`src/rtl/timing_pkg.sv`:
```
// rtl/timing_pkg.sv - shared constants for the timed output block
package timing_pkg;

   // Control FSM encoding
   localparam logic [1:0] ST_IDLE  = 2'd0;
   localparam logic [1:0] ST_RUN   = 2'd1;
   localparam logic [1:0] ST_END   = 2'd2;
   localparam logic [1:0] ST_ERROR = 2'd3;

   // Bit positions inside the packed status vector
   localparam int STAT_RUN   = 0;
   localparam int STAT_END   = 1;
   localparam int STAT_ERROR = 2;
   localparam int STAT_BITS  = 3;

   // Sample word layout: {time, data}, data in the low bits
   localparam int DATA_LSB = 0;

   // The time field sits directly above the data field
   function automatic int time_lsb(input int data_bits);
      return data_bits;
   endfunction

endpackage

```
`src/rtl/timed_output_if.sv`:
```
// rtl/timed_output_if.sv - sample word handshake between stream buffer and timed output
interface timed_output_if #(
   parameter int TIME_BITS = 32,
   parameter int DATA_BITS = 32
);
   logic [TIME_BITS+DATA_BITS-1:0] in_data;
   logic                           in_valid;
   logic                           in_ready;

   modport master (output in_data, output in_valid, input in_ready);
   modport slave  (input in_data, input in_valid, output in_ready);
endinterface

```
`src/rtl/timer_tick_gen.sv`:
```
// rtl/timer_tick_gen.sv - clock prescaler and tick counter
module timer_tick_gen #(
   parameter int TIME_BITS = 32,
   parameter int CLK_DIV   = 1
) (
   input  logic                 clock,
   input  logic                 reset,
   input  logic                 enable,
   input  logic                 clear,
   output logic                 tick,
   output logic [TIME_BITS-1:0] timer,
   output logic                 overflow
);
   localparam int PW = (CLK_DIV > 1) ? $clog2(CLK_DIV) : 1;

   logic [PW-1:0] prescaler;

   // A tick closes each CLK_DIV-cycle window, so every timer value lasts CLK_DIV cycles
   assign tick     = enable && (prescaler == PW'(CLK_DIV - 1));
   assign overflow = tick && (timer == '1);

   // Prescaler and timer advance only while enabled; clear restarts both from zero
   always_ff @(posedge clock or posedge reset) begin
      if (reset) begin
         prescaler <= '0;
         timer     <= '0;
      end else if (clear) begin
         prescaler <= '0;
         timer     <= '0;
      end else if (enable) begin
         if (tick) begin
            prescaler <= '0;
            timer     <= timer + 1'b1;
         end else begin
            prescaler <= prescaler + 1'b1;
         end
      end
   end
endmodule

```
`src/rtl/timed_output.sv`:
```
// rtl/timed_output.sv - holds one timed sample and drives it out when the timer matches
module timed_output
   import timing_pkg::*;
#(
   parameter int TIME_BITS = 32,
   parameter int DATA_BITS = 32,
   parameter int CLK_DIV   = 1
) (
   input  logic                 clock,
   input  logic                 reset,
   input  logic                 run,
   input  logic [31:0]          num_samples,
   timed_output_if.slave        s_in,
   output logic [DATA_BITS-1:0] out_data,
   output logic                 out_strobe,
   output logic [31:0]          sample_count,
   output logic [TIME_BITS-1:0] timer,
   output logic                 status_run,
   output logic                 status_end,
   output logic                 status_error
);
   localparam int TIME_LSB = time_lsb(DATA_BITS);

   logic [1:0]           state;
   logic                 run_q;
   logic                 primed;
   logic                 hold_valid;
   logic [TIME_BITS-1:0] hold_time;
   logic [DATA_BITS-1:0] hold_data;
   logic [31:0]          num_lat;
   logic [STAT_BITS-1:0] status;

   logic tick, overflow, start, in_run;
   logic late, ovf_err, err, fire, last, load, in_ready_w;

   assign in_run  = (state == ST_RUN);
   assign start   = (state == ST_IDLE) && run && !run_q;
   assign late    = in_run && hold_valid && (hold_time < timer);
   assign ovf_err = in_run && overflow && (sample_count != num_lat);
   assign err     = late || ovf_err;
   // run=0 and errors both pre-empt an output in the same cycle
   assign fire    = in_run && run && !err && tick && hold_valid && (hold_time == timer);
   assign last    = fire && ((sample_count + 32'd1) == num_lat);
   // The final fire does not take a new word so leftover stream data stays upstream
   assign in_ready_w = in_run && run && !err && (!hold_valid || fire) && !last;
   assign load       = s_in.in_valid && in_ready_w;

   assign s_in.in_ready = in_ready_w;

   assign status[STAT_RUN]   = (state == ST_RUN);
   assign status[STAT_END]   = (state == ST_END);
   assign status[STAT_ERROR] = (state == ST_ERROR);
   assign status_run   = status[STAT_RUN];
   assign status_end   = status[STAT_END];
   assign status_error = status[STAT_ERROR];

   // The first RUN cycle only primes the hold register; the timer starts on the next one
   timer_tick_gen #(
      .TIME_BITS (TIME_BITS),
      .CLK_DIV   (CLK_DIV)
   ) u_tick (
      .clock    (clock),
      .reset    (reset),
      .enable   (in_run && primed),
      .clear    (start),
      .tick     (tick),
      .timer    (timer),
      .overflow (overflow)
   );

   // Control FSM, hold register and output register
   always_ff @(posedge clock or posedge reset) begin
      if (reset) begin
         state        <= ST_IDLE;
         run_q        <= 1'b0;
         primed       <= 1'b0;
         hold_valid   <= 1'b0;
         hold_time    <= '0;
         hold_data    <= '0;
         num_lat      <= '0;
         out_data     <= '0;
         out_strobe   <= 1'b0;
         sample_count <= '0;
      end else begin
         run_q      <= run;
         out_strobe <= 1'b0;
         if (load) begin
            hold_time <= s_in.in_data[TIME_LSB +: TIME_BITS];
            hold_data <= s_in.in_data[DATA_LSB +: DATA_BITS];
         end
         case (state)
            ST_IDLE: begin
               if (start) begin
                  num_lat      <= num_samples;
                  sample_count <= '0;
                  primed       <= 1'b0;
                  hold_valid   <= 1'b0;
                  state        <= (num_samples == 32'd0) ? ST_END : ST_RUN;
               end
            end
            ST_RUN: begin
               if (!run) begin
                  state      <= ST_IDLE;
                  hold_valid <= 1'b0;
               end else if (err) begin
                  state <= ST_ERROR;
               end else begin
                  primed     <= 1'b1;
                  hold_valid <= load || (hold_valid && !fire);
                  if (fire) begin
                     out_data     <= hold_data;
                     out_strobe   <= 1'b1;
                     sample_count <= sample_count + 32'd1;
                  end
                  if (last) state <= ST_END;
               end
            end
            default: begin
               if (!run) begin
                  state      <= ST_IDLE;
                  hold_valid <= 1'b0;
               end
            end
         endcase
      end
   end
endmodule

```
`src/flat_wrapper.sv`:
```
// flat-port wrapper written by rule: the top's interface ports become plain ports
module timed_output_flat import timing_pkg::*;
#(
   parameter int TIME_BITS = 32,
   parameter int DATA_BITS = 32,
   parameter int CLK_DIV   = 1
)
  (clock, reset, run, num_samples, out_data, out_strobe, sample_count, timer, status_run, status_end, status_error, s_in_in_data, s_in_in_valid, s_in_in_ready);
  timed_output_if #(.TIME_BITS(TIME_BITS), .DATA_BITS(DATA_BITS)) s_in_i ();
  input  logic clock;
  input  logic reset;
  input  logic run;
  input  logic [31:0] num_samples;
  output logic [DATA_BITS-1:0] out_data;
  output logic out_strobe;
  output logic [31:0] sample_count;
  output logic [TIME_BITS-1:0] timer;
  output logic status_run;
  output logic status_end;
  output logic status_error;
  input wire logic [$bits(s_in_i.in_data)-1:0] s_in_in_data;
  input wire logic [$bits(s_in_i.in_valid)-1:0] s_in_in_valid;
  output wire logic [$bits(s_in_i.in_ready)-1:0] s_in_in_ready;
  assign s_in_i.in_data = s_in_in_data;
  assign s_in_i.in_valid = s_in_in_valid;
  assign s_in_in_ready = s_in_i.in_ready;
  timed_output #(.TIME_BITS(TIME_BITS), .DATA_BITS(DATA_BITS), .CLK_DIV(CLK_DIV)) u_core (.clock(clock), .reset(reset), .run(run), .num_samples(num_samples), .s_in(s_in_i), .out_data(out_data), .out_strobe(out_strobe), .sample_count(sample_count), .timer(timer), .status_run(status_run), .status_end(status_end), .status_error(status_error));
endmodule
```
`config.mk`:
```
export PLATFORM = sky130hd
export DESIGN_NAME = timed_output_flat
export DESIGN_NICKNAME = d
export VERILOG_FILES = /design/src/rtl/timing_pkg.sv /design/src/rtl/timed_output_if.sv /design/src/rtl/timer_tick_gen.sv /design/src/rtl/timed_output.sv /design/src/flat_wrapper.sv
export SDC_FILE = /design/constraint.sdc
export NUM_CORES = 1
export LEC_CHECK = 0
export ABC_AREA = 1
export BUFFER_PORTS_ARGS = -buffer_cell sky130_fd_sc_hd__buf_2
export CORE_MARGIN = 10
export CORE_UTILIZATION = 30
export DETAILED_ROUTE_END_ITERATION = 6
export HOLD_SLACK_MARGIN = 0.1
export PLACE_DENSITY = 0.45
export SETUP_SLACK_MARGIN = 0.2
export SLEW_MARGIN = 40
export SYNTH_ARGS = -nofsm -noshare
export SYNTH_HDL_FRONTEND = slang
export SYNTH_SLANG_ARGS = --single-unit
```
`constraint.sdc`:
```
create_clock -name clock -period 19.4 [get_ports clock]
set_input_delay 3.88 -clock clock [delete_from_list [all_inputs] [get_ports clock]]
set_output_delay 3.88 -clock clock [all_outputs]
set_load 0.01 [all_outputs]
```
Word level (Yosys, flattened, before mapping)
Index checks and enable logic that the tools add are counted.

operators by class
  $add $sub $neg = 3
  magnitude comparators = 1
  eq/ne operators = 14
  mux-type cells = 30
  bitwise operators = 2
  reductions and logical operators = 39

operator list
  kind                                                              count
  32-bit two-way mux                                                7
  32-bit by 1-bit adder with 32-bit output (second input constant)  2
  32-bit == test                                                    2
  32-bit one-hot mux with 2 select lines                            1
  32-bit == test (second input constant)                            1
  32-bit zero test                                                  1
  32-bit < comparator                                               1
  32-bit != test                                                    1
  1-bit logical AND                                                 19
  1-bit two-way mux                                                 13
  2-bit two-way mux                                                 6
  4-bit AND reduction                                               2
  2-bit != test (second input constant)                             3
  3-bit AND reduction                                               2
  2-bit nonzero test                                                3
  1-bit zero test                                                   5
  5-bit AND reduction                                               1
  2-bit == test (second input constant)                             2
  4-bit != test (second input constant)                             1
  1-bit one-hot mux with 2 select lines                             2
  2-bit one-hot mux with 2 select lines                             1
  2-bit AND reduction                                               2
  1-bit logical OR                                                  3
  3-bit by 1-bit != test with 1-bit output (second input constant)  1
  6 further kinds                                                   7

word-level totals
  register bits = 199
  input port bits = 100
  output and inout bits = 101
  logic and storage cells = 101

Longest topological paths before layout
Gate-level depths: netlist (run 1).

  depth after elaboration = 20
  depth in mapped cells = 20
  mapped depth without buffers = 19

Cells and area by module
Synthesis (run 1) repeated with hierarchy kept, for this count alone.

unflattened totals
  cells, all modules = 1507
  area total of the unflattened synthesis = 11268.3 um^2

modules (own cells, without submodules)
  module          times used  cells an instance  area an instance (um^2)
  timed_output    1           1212               9202.6
  timer_tick_gen  1           295                2065.7

Least setup slack after synthesis (run 1)
Ideal clock, no wire load.

  path kind = in2out
  start = input run
  end = output s_in_in_ready
  arrival time = 4.600 ns
  required time = 15.520 ns
  slack = 10.920 ns
  stages on the path = 7
  cell sequence = inv_1 -> nor2_1 -> nand3_1 -> nor2_1 -> nand3_2 -> nand2_1 -> inv_1

between the ends
  longest elaborated chain between the ends = 8
  elaborated cells on any way between the ends = 10

ends and longest elaborated chain
  element                                                       line                                    RTL
  start, declared                                               flat_wrapper.sv:12                      input logic run;
  1-bit logical AND * (2 in series)                             timed_output.sv:42, timed_output.sv:45
  1-bit logical AND (3 in series)                               timed_output.sv:42                      assign fire = in_run && run && !err && tick && hold_valid && (hold_time == timer);
  1-bit logical OR / 1-bit logical AND (equally long branches)  timed_output.sv:45, timed_output.sv:43
  1-bit logical AND / 1-bit zero test (equally long branches)   timed_output.sv:45                      assign in_ready_w = in_run && run && !err && (!hold_valid || fire) && !last;
  1-bit logical AND *                                           timed_output.sv:45
  end, declared                                                 flat_wrapper.sv:23                      output wire logic [$bits(s_in_i.in_ready)-1:0] s_in_in_ready;

Mark *: on every way between the ends. The rest lies on a longest branch, timed or not.

Worst setup path after layout (run 1)
Ends and elaborated chain as after synthesis.

==> impl_metrics.csv, run 1 <==
group,metric,value,unit
status,status,"complete, no violations",
setup_path,startpoint_type,"input pin",
sta,setup_violations,0,
finish,nets,1756,
drt,wl_per_cell,16.8,um
cts,cts_htree_levels,4,
global_routing,track_usage,15.6,%
cts,cts_buffer_depth,2,
job,maxCapViolCount,0,
sta,timing.fmax,110,MHz
power,p_per_area,111,nW/um^2
setup_path,cp.required,15.52,ns
cts,cts_made_buffers,17,
sta,hold_violations,0,
sta,finalCritPeriodShare,46.8,%
drt,first_iter_violations,546,
place,place.gp.congestion,0.886,
floorplan,num_io_pins,201,
sta,worstMarginPinSlew,0.754,ns
min_path,hold_path_class,"reg -> reg",
cts,cts.sinks,199,
finish,drive_gt1_share,23.3,%
sta,skew,0.0155,ns
cts,cts_resized,0,
finish,finish.utilization,35.7,%
global_routing,grt_pass1_wl,57200,um
floorplan,dieHeight,215,um
sta,rsz0062_at_grt,"no",
global_routing,grt_max_degree,135,
logic_synthesis,synthDistinctLibCells,41,
logic_synthesis,synth_fp_nets,1575,
setup_path,r2r_setup_slack,15.53,ns
drt,drc,0,
setup_path,path_class,"in -> out",
sta,tns,0,ns
sta,finalCriticalPeriod,9.09,ns
logic_synthesis,synth-seq-area-share,43.8,%
setup_path,rr_startpoint,"u_core.u_tick.timer[15]",
cts,cts_setup_buffers,0,
cts,cts_root_buf,"clkbuf_16",
cts,tritoncts,"built",
floorplan,die_w,215,um
sta,drv_slew,0,
floorplan,dieArea,46100,sq um
power,ir_worst_vdd,0.0687,mV
cts,holdBufCountCts,0,
cts,clk_pin_slew,0.08,ns
global_routing,grt_pass1_vias,9873,
power,p_leak,6.95,nW
drt,routed_wl,36100,um
logic_synthesis,avgSynthCellArea,7.90,sq um
floorplan,initial_utilization,30.3,%
logic_synthesis,syn_inst,1441,
drt,ant_nets,0,
setup_path,reg2reg_depth,15,
setup_path,rr_endpoint,"u_core.hold_time[14]",
cts,clk_latency,0.47,ns
place,port_buffers,200,
logic_synthesis,ys_warn_count,0,
drt,first_pass_iters,5,
logic_synthesis,ys_ff_latch,199,
global_routing,antenna_found_initial,2,
finish,area_delta_synth_final,17.8,%
floorplan,rows,71,
finish,antennaDiodeCount,0,
setup_path,worstSetupEndpoint,"s_in_in_ready",
floorplan,design.core.area,37600,sq um
global_routing,overflow,0,
logic_synthesis,synth_area,11400,sq um
drt,routed_via_density,4.56,
setup_path,critPathCaptureType,"primary output",
sta,max_slew_margin,49.7,%
drt,vias,9792,
setup_path,startpoint,"run",
setup_path,cp.arrival,5.21,ns
place,hpwl,26800,um
setup_path,crit_fanout,5,
synth_stat cells, drive strengths merged:
cell type  count  area share (%)
xor2          30             2.3
o21ai        112             6.6
nand3b         7            0.46
clkbuf        20            0.67
a221oi         3            0.23
a311oi         1           0.077
nor2         107             4.3
o21a           7            0.46
a21oi         42             1.8
nor2b          1           0.055
nand2        478              17
buf           25             2.3
o31ai          1           0.066
nor4          13            0.71
o21bai         6            0.40
clkinv         3           0.099
nor3          24             1.1
xnor2         23             1.8
nand4         37             2.0
inv          187             6.2
nand3         70             3.2
dfrtp        199              44
ha            34             3.7
a211oi         5            0.33
a31oi          3            0.16
or2            3            0.16
logic make-up (layout without fill, tap and decap cells):
group,count (synthesis),count (layout),synth area share (%)
adders and majority gates,34,34,3.74
AOI/OAI and AO/OA,180,180,10.1
xor gates and xnor gates,53,53,4.08
buffers and inverters,235,429,9.22
and+or+nand+nor,740,740,29.0
DFF,199,199,43.8
worst min path at each step:
stage / start / end / slack (ns) / cells after the start
CTS: u_core.hold_data[16] / u_core.out_data[16] / 0.48 / 2
finish: u_core.out_data[7] / u_core.out_data[7] / 0.48 / 2
global placement: u_core.hold_data[17] / u_core.out_data[17] / 0.45 / 2
global route: u_core.hold_data[20] / u_core.out_data[20] / 0.49 / 2
detailed placement: u_core.hold_data[26] / u_core.out_data[26] / 0.45 / 2
floorplan: u_core.hold_data[16] / u_core.out_data[16] / 0.44 / 2
through the flow:
stage,area [sq um],instances,power [mW],setup slack [ns],hold slack [ns]
floorplan,11400,1441,0.988,10.09,0.442
global placement,12800,2113,1.11,10.43,0.452
detailed placement,12800,2114,1.12,10.35,0.454
CTS,13400,2146,1.51,10.35,0.478
global route,13400,2146,1.61,10.18,0.486
finish,13400,2146,1.48,10.31,0.477
sequential cells by signal, indices dropped and copies added, names as in the netlist:
signal	flops
u_core.state	2
u_core.out_strobe	1
u_core.u_tick.prescaler	1
u_core.hold_time	32
u_core.hold_valid	1
u_core.primed	1
u_core.out_data	32
u_core.sample_count	32
u_core.num_lat	32
u_core.hold_data	32
u_core.u_tick.timer	32
u_core.run_q	1
critical path, stage by stage:
cell and delay (ns):
buf_2 0.11, inv_1 0.06, nor2_1 0.16, nand3_1 0.18, nor2_1 0.31, nand3_2 0.19, nand2_1 0.09, inv_1 0.08
buf_2 0.15
power breakdown:
part | internal [mW] | switching [mW] | total (mW)
Clock | 0.189 | 0.189 | 0.378
Sequential | 0.518 | 0.0923 | 0.611
Combinational | 0.199 | 0.296 | 0.495
cell usage in the layout, fill, tap and decap left out, types with 4 or more instances in the layout:
cell,instances
o21ai_2,50
xnor2_1,23
nand3_1,67
nand3b_1,7
buf_4,4
xor2_1,30
inv_6,4
inv_8,4
nand2_1,421
dfrtp_1,199
o21bai_1,6
inv_1,181
a21oi_1,42
buf_2,200
ha_1,34
nand4_1,37
a211oi_1,5
inv_2,6
o21ai_1,10
clkbuf_16,17
nor3_1,22
nor4_1,13
nor2_4,4
nor2_1,87
o21a_1,7
nand2_2,55
o21ai_0,52
nor2_2,15
layout make-up:
type | count | area, sq um
timing repair buffer | 207 | 1070
fill | 4036 | 24200
tap | 511 | 639
inverter | 190 | 726
clock inverter | 14 | 174
clock buffer | 18 | 439
multi-input combinational | 1007 | 5370
sequential | 199 | 4980
per-layer routing:
layer	track usage, %	vias to the layer above	part of all wire (%)
li1	-	4948	-
met1	19.5	4621	45
met3	3.61	29	4.9
met5	0	-	0.091
met4	4.28	4	1.4
met2	26.4	190	48
Note: power is estimated with default switching activity, not from simulation.
==> run 2: changes to the inputs <==
--- a/config.mk
+++ b/config.mk
@@ -11,7 +11,7 @@
 export CORE_UTILIZATION = 30
 export DETAILED_ROUTE_END_ITERATION = 6
 export HOLD_SLACK_MARGIN = 0.1
-export PLACE_DENSITY = 0.45
+export PLACE_DENSITY = 0.47
 export SETUP_SLACK_MARGIN = 0.2
 export SLEW_MARGIN = 40
 export SYNTH_ARGS = -nofsm -noshare
==> constraint.sdc (replaced) <==
create_clock -name clock -period 7.9 [get_ports clock]
set_input_delay 1.58 -clock clock [delete_from_list [all_inputs] [get_ports clock]]
set_output_delay 1.58 -clock clock [all_outputs]
set_load 0.01 [all_outputs]
==> impl_metrics.csv, run 2 (same netlist as run 1, synthesis figures left out) <==
group,metric,value,unit
global_routing,grt_use_met2,26.6,%
global_routing,overflow,0,
min_path,hold_end,"u_core.out_data[9]",
floorplan,design.core.area,37600,sq um
job,maxCapViolCount,0,
power,ir_worst_vdd,0.158,mV
setup_path,critPathCaptureType,"primary output",
sta,finalCriticalPeriod,4.79,ns
finish,seqCellArea,4980,sq um
cts,cts_buffer_depth,2,
power,p_leak,6.96,nW
finish,final_common_cell,"nand2_1",
global_routing,grtUsageMet3,4.14,%
finish,final_cell_mix,"421 x nand2_1, 200 x buf_2, 199 x dfrtp_1, 181 x inv_1, 87 x nor2_1",
drt,routed_via_density,4.59,
setup_path,startpoint_type,"register",
power,p_per_area,276,nW/um^2
sta,drv_slew,0,
drt,vias,9863,
drt,routed_wl,36700,um
global_routing,grt_pass1_wl,58000,um
global_routing,antenna_found_initial,1,
status,status,"complete, no violations",
setup_path,cp.required,6.32,ns
sta,setup_violations,0,
min_path,whs_path_depth,2,
cts,cts_resized,0,
finish,antennaDiodeCount,0,
place,port_buffers,200,
setup_path,path_class,"reg -> out",
sta,max_slew_margin,48.0,%
place,dpl_worst_slack,3.41,ns
finish,drive_gt1_share,23.3,%
floorplan,initial_utilization,30.3,%
min_path,hold_start,"u_core.out_data[9]",
setup_path,r2r_setup_slack,4.16,ns
floorplan,die_w,215,um
global_routing,grt_max_degree,81,
cts,cts.sinks,199,
sta,worstMarginPinSlew,0.781,ns
cts,cts_htree_levels,4,
place,hpwl,27600,um
cts,cts_made_buffers,17,
global_routing,track_usage,15.9,%
finish,multi_input_area,5380,sq um
cts,tritoncts,"built",
sta,hold_violations,0,
cts,clk_latency,0.47,ns
setup_path,crit_fanout,5,
drt,first_iter_violations,529,
drt,drc,0,
sta,skew,0.0206,ns
finish,area_delta_synth_final,17.9,%
setup_path,rr_startpoint,"u_core.u_tick.timer[15]",
global_routing,busiest_layer,"met2",
setup_path,reg2reg_depth,14,
cts,cts_root_buf,"clkbuf_16",
global_routing,grt.met1_usage,19.8,%
floorplan,dieHeight,215,um
drt,first_pass_iters,6,
drt,wl_per_cell,17.1,um
global_routing,grt_pass1_vias,10192,
min_path,hold_path_class,"reg -> reg",
setup_path,rr_endpoint,"u_core.hold_data[18]",
floorplan,num_io_pins,201,
drt,ant_nets,0,
floorplan,rows,71,
cts,holdBufCountCts,0,
floorplan,dieArea,46100,sq um
cts,clk_pin_slew,0.09,ns
finish,nets,1757,
sta,finalCritPeriodShare,60.7,%
sta,tns,0,ns
finish,fillers,3997,
cts,cts_setup_buffers,0,
sta,setup_ws,3.11,ns
sta,timing.fmax,209,MHz
setup_path,cp.arrival,3.21,ns
sta,rsz0062_at_grt,"no",
place,place.gp.congestion,0.914,
[run 2: worst max-delay path, cell delays in order, from the launching register on]
cell	delay (ns)
dfrtp_1	0.41
inv_1	0.11
ha_1	0.33
nand4_1	0.12
nor3_1	0.46
nand2_1	0.10
nand2_1	0.11
nand2_1	0.05
nand2_1	0.11
nand3_1	0.15
nor2_1	0.28
nand3_2	0.20
nand2_1	0.10
inv_1	0.07
buf_2	0.15
[run 2: how the worst max path moves through the flow]
stage	from	to
3_3_place_gp	run	s_in_in_ready
5_1_grt	u_core.u_tick.timer[15]	s_in_in_ready
4_1_cts	u_core.u_tick.timer[15]	s_in_in_ready
3_5_place_dp	run	s_in_in_ready
2_1_floorplan	reset	u_core.hold_data[0]
6_report	u_core.u_tick.timer[15]	s_in_in_ready
[run 2: layout make-up]
class,instances,share of cell area (%)
clock buffers,18,3.20
clock inverters,14,1.50
inverters,190,5.37
multi-input cells,1007,40.1
flip-flops and latches,199,37.1
well taps,511,4.77
repair buffers,208,7.96
[run 2: metal layers]
| layer | share of wire (%) | routed length, um | up-vias |
|---|---|---|---|
| met3 | 5.2 | 1930 | 31 |
| met1 | 45 | 16500 | 4664 |
| met4 | 1.3 | 486 | 2 |
| met2 | 48 | 17800 | 219 |
| li1 | - | - | 4947 |
| met5 | 0.035 | 13 | - |
[run 2: power breakdown]
part	leakage, nW	internal [mW]	total [mW]	switching, mW
Clock	0.303	0.490	0.965	0.475
Sequential	2.63	1.27	1.50	0.230
Combinational	4.03	0.487	1.23	0.743
[run 2: through the flow]
stage	utilization (%)	total power [mW]	cells	hold WS (ns)	instance area, sq um
after global routing	35.7	3.98	2147	0.498	13400
after CTS	35.7	3.75	2147	0.483	13400
after global placement	34.0	2.74	2115	0.449	12800
final	35.7	3.70	2147	0.481	13400
after detailed placement	34.0	2.77	2115	0.458	12800
after floorplan	-	2.43	1441	0.442	11400
==> run 3: changes to the inputs <==
--- a/config.mk
+++ b/config.mk
@@ -5,13 +5,13 @@
 export SDC_FILE = /design/constraint.sdc
 export NUM_CORES = 1
 export LEC_CHECK = 0
-export ABC_AREA = 1
+export ABC_AREA = 0
 export BUFFER_PORTS_ARGS = -buffer_cell sky130_fd_sc_hd__buf_2
 export CORE_MARGIN = 10
 export CORE_UTILIZATION = 30
 export DETAILED_ROUTE_END_ITERATION = 6
 export HOLD_SLACK_MARGIN = 0.1
-export PLACE_DENSITY = 0.47
+export PLACE_DENSITY = 0.45
 export SETUP_SLACK_MARGIN = 0.2
 export SLEW_MARGIN = 40
 export SYNTH_ARGS = -nofsm -noshare
==> constraint.sdc (replaced) <==
create_clock -name clock -period 4.8 [get_ports clock]
set_input_delay 0.96 -clock clock [delete_from_list [all_inputs] [get_ports clock]]
set_output_delay 0.96 -clock clock [all_outputs]
set_load 0.01 [all_outputs]
==> impl_metrics.csv, run 3 <==
group,metric,value,unit
logic_synthesis,synth_simple_gate_area_share,20.0,%
setup_path,cp.required,3.84,ns
logic_synthesis,synth-async-reset-ratio,100,%
logic_synthesis,synth_area_leader_cell,"dfrtp_1",
sta,worstMarginPinSlew,0.732,ns
power,p_leak,6.09,nW
setup_path,crit_fanout,6,
setup_path,startpoint_type,"register",
logic_synthesis,synth_compound_area_share,5.82,%
setup_path,critPathCaptureType,"primary output",
logic_synthesis,synth.most_common_cell,"dfrtp_1",
cts,clk_latency,0.46,ns
finish,finish.utilization,36.3,%
cts,cts_made_buffers,17,
logic_synthesis,ys.flop_type,"dfrtp_1",
setup_path,crit_path_top_delay_cell,"or4_1",
logic_synthesis,synth_top_area_share,46.6,%
cts,cts_htree_levels,4,
sta,finalCritPeriodShare,91.1,%
setup_path,cp.arrival,3.41,ns
sta,setup_violations,0,
finish,final_cell_mix,"200 x buf_2, 199 x dfrtp_1, 146 x nand2_1, 69 x nor2_1, 58 x xnor2_1",
logic_synthesis,synth-xor-area-share,7.42,%
logic_synthesis,ys_warn_count,0,
sta,drv_slew,0,
drt,ant_nets,0,
place,place.gp.congestion,0.820,
logic_synthesis,synth-seq-area-share,46.6,%
floorplan,rows,69,
place,hpwl,23900,um
power,p_per_area,433,nW/um^2
cts,cts_buffer_depth,2,
logic_synthesis,syn_inst,1021,
drt,first_pass_iters,4,
finish,area_delta_synth_final,20.2,%
global_routing,grt_pass1_wl,51000,um
sta,max_slew_margin,50.8,%
logic_synthesis,synth_common_cells,"199 x dfrtp_1, 146 x nand2_1, 69 x nor2_1, 58 x xnor2_1, 49 x mux2_4",
cts,cts_root_buf,"clkbuf_16",
global_routing,antenna_found_initial,13,
logic_synthesis,ys_ff_latch,199,
drt,first_iter_violations,367,
logic_synthesis,synth-edff-count,0,
sta,finalCriticalPeriod,4.37,ns
sta,rsz0062_at_grt,"no",
global_routing,overflow,0,
place,dpl_cell_area,12200,sq um
finish,nets,1352,
sta,timing.fmax,229,MHz
global_routing,grt_pass1_vias,8484,
power,power,5.56,mW
floorplan,dieArea,43600,sq um
sta,skew,0.0115,ns
drt,vias,8191,
setup_path,path_class,"reg -> out",
cts,clk_pin_slew,0.08,ns
global_routing,track_usage,14.7,%
logic_synthesis,synth_mux_area_share,12.0,%
finish,drive_gt1_share,30.2,%
logic_synthesis,synthDistinctLibCells,70,
setup_path,max_stage_delay,0.46,ns
setup_path,crit_chain,"inv_1, ha_1, nand4_1, nor4_1, nand3_1, or4_1, nor4_1, nand4_1, nand2_1, a21oi_1, buf_2",
finish,stdcell_area,12900,sq um
logic_synthesis,synthAdderAreaFrac,3.98,%
sta,hold_violations,0,
floorplan,num_io_pins,201,
logic_synthesis,synth_fp_nets,1155,
drt,routed_wl,32000,um
logic_synthesis,avgSynthCellArea,10.5,sq um
status,status,"complete, no violations",
cts,tritoncts,"built",
logic_synthesis,synth_top_family_by_area,"simple AND/OR/NAND/NOR gates",
global_routing,grt_max_degree,69,
min_path,hold_path_class,"reg -> reg",
floorplan,die_w,209,um
logic_synthesis,synth_area,10700,sq um
sta,fin_hold_ws,0.465,ns
drt,drc,0,
cts,cts.sinks,199,
drt,routed_via_density,4.84,
floorplan,design.core.area,35400,sq um
sta,tns,0,ns
finish,final_common_cell,"buf_2",
floorplan,initial_utilization,30.2,%
drt,wl_per_cell,18.9,um
logic_synthesis,ys_top_cells_by_area,"dfrtp_1 47%, mux2_4 6.9%, nand2_1 5.1%",
power,ir_worst_vdd,0.255,mV
job,maxCapViolCount,0,
floorplan,dieHeight,209,um
place,port_buffers,200,
## run 3: changes by cell type after synthesis, moves of 37 or more
cell,delta
mux2_4,+49
nand2_2,-55
inv_1,-144
nand3_1,-37
mux2_2,+46
nand2_1,-276
o21ai_2,-50
## run 3: layout make-up
class	instances	area, sq um
sequential	199	4980
inverter	38	146
tap	461	577
antenna	2	5.00
timing repair buffer	224	1270
multi-input combinational	738	5310
clock inverter	14	141
fill	3666	22500
clock buffer	17	425
## run 3: cells by family (layout without fill, tap and decap cells)
logic type / count (synthesis) / after routing
and+or+nand+nor: 416 / 416
DFF: 199 / 199
AOI/OAI and AO/OA: 101 / 101
muxes: 98 / 98
xor gates and xnor gates: 89 / 89
buffers and inverters: 84 / 293
adders and majority gates: 34 / 34
other: 0 / 2
## run 3: per-stage QoR
stage,setup slack [ns],std cells
detailed placement,0.492,1655
global route,0.188,1691
CTS,0.242,1686
floorplan,1.27,1021
global placement,0.609,1652
finish,0.429,1693
## run 3: power by group
part	leakage, nW	switching [mW]	internal (mW)	total (mW)
Sequential	2.58	0.336	2.11	2.44
Combinational	3.23	0.767	0.914	1.68
Clock	0.274	0.714	0.728	1.44
## run 3: critical path, delay by kind of cell, from the launching register on
kind | cells | cell delay (ns)
buffers and inverters | 2 | 0.24
adders and majority gates | 1 | 0.31
AOI/OAI and AO/OA | 1 | 0.05
DFF | 1 | 0.42
and+or+nand+nor | 7 | 1.92
## run 3: path summary, 6_finish.rpt
check	from	endpoint	slack, ns	depth (start not counted)
worst max-delay path	u_core.u_tick.timer[23]	s_in_in_ready	0.43	11
worst min-delay path	u_core.out_data[25]	u_core.out_data[25]	0.46	2
worst max register to register	u_core.u_tick.timer[23]	u_core.hold_data[18]	0.94	12
worst min register to register	u_core.out_data[25]	u_core.out_data[25]	0.46	2
max in group asynchronous	reset	u_core.hold_time[5]	3.51	3
min in group asynchronous	reset	u_core.hold_data[14]	0.51	2
## run 3: what timing repair did
action / in CTS / in global routing
setup endpoints to repair: 1 / 1
hold buffers: 0 / 0
setup buffers: 0 / 5
pin swaps: 0 / 2
resized for setup: 2 / 2
## run 3: layer usage
metal / vias to the layer above / wire, um / track usage (%)
met5: - / 131 / 0
met4: 20 / 406 / 3.67
met3: 39 / 2270 / 5.96
met2: 160 / 14100 / 22.1
met1: 3991 / 15000 / 19.1
li1: 3981 / - / -
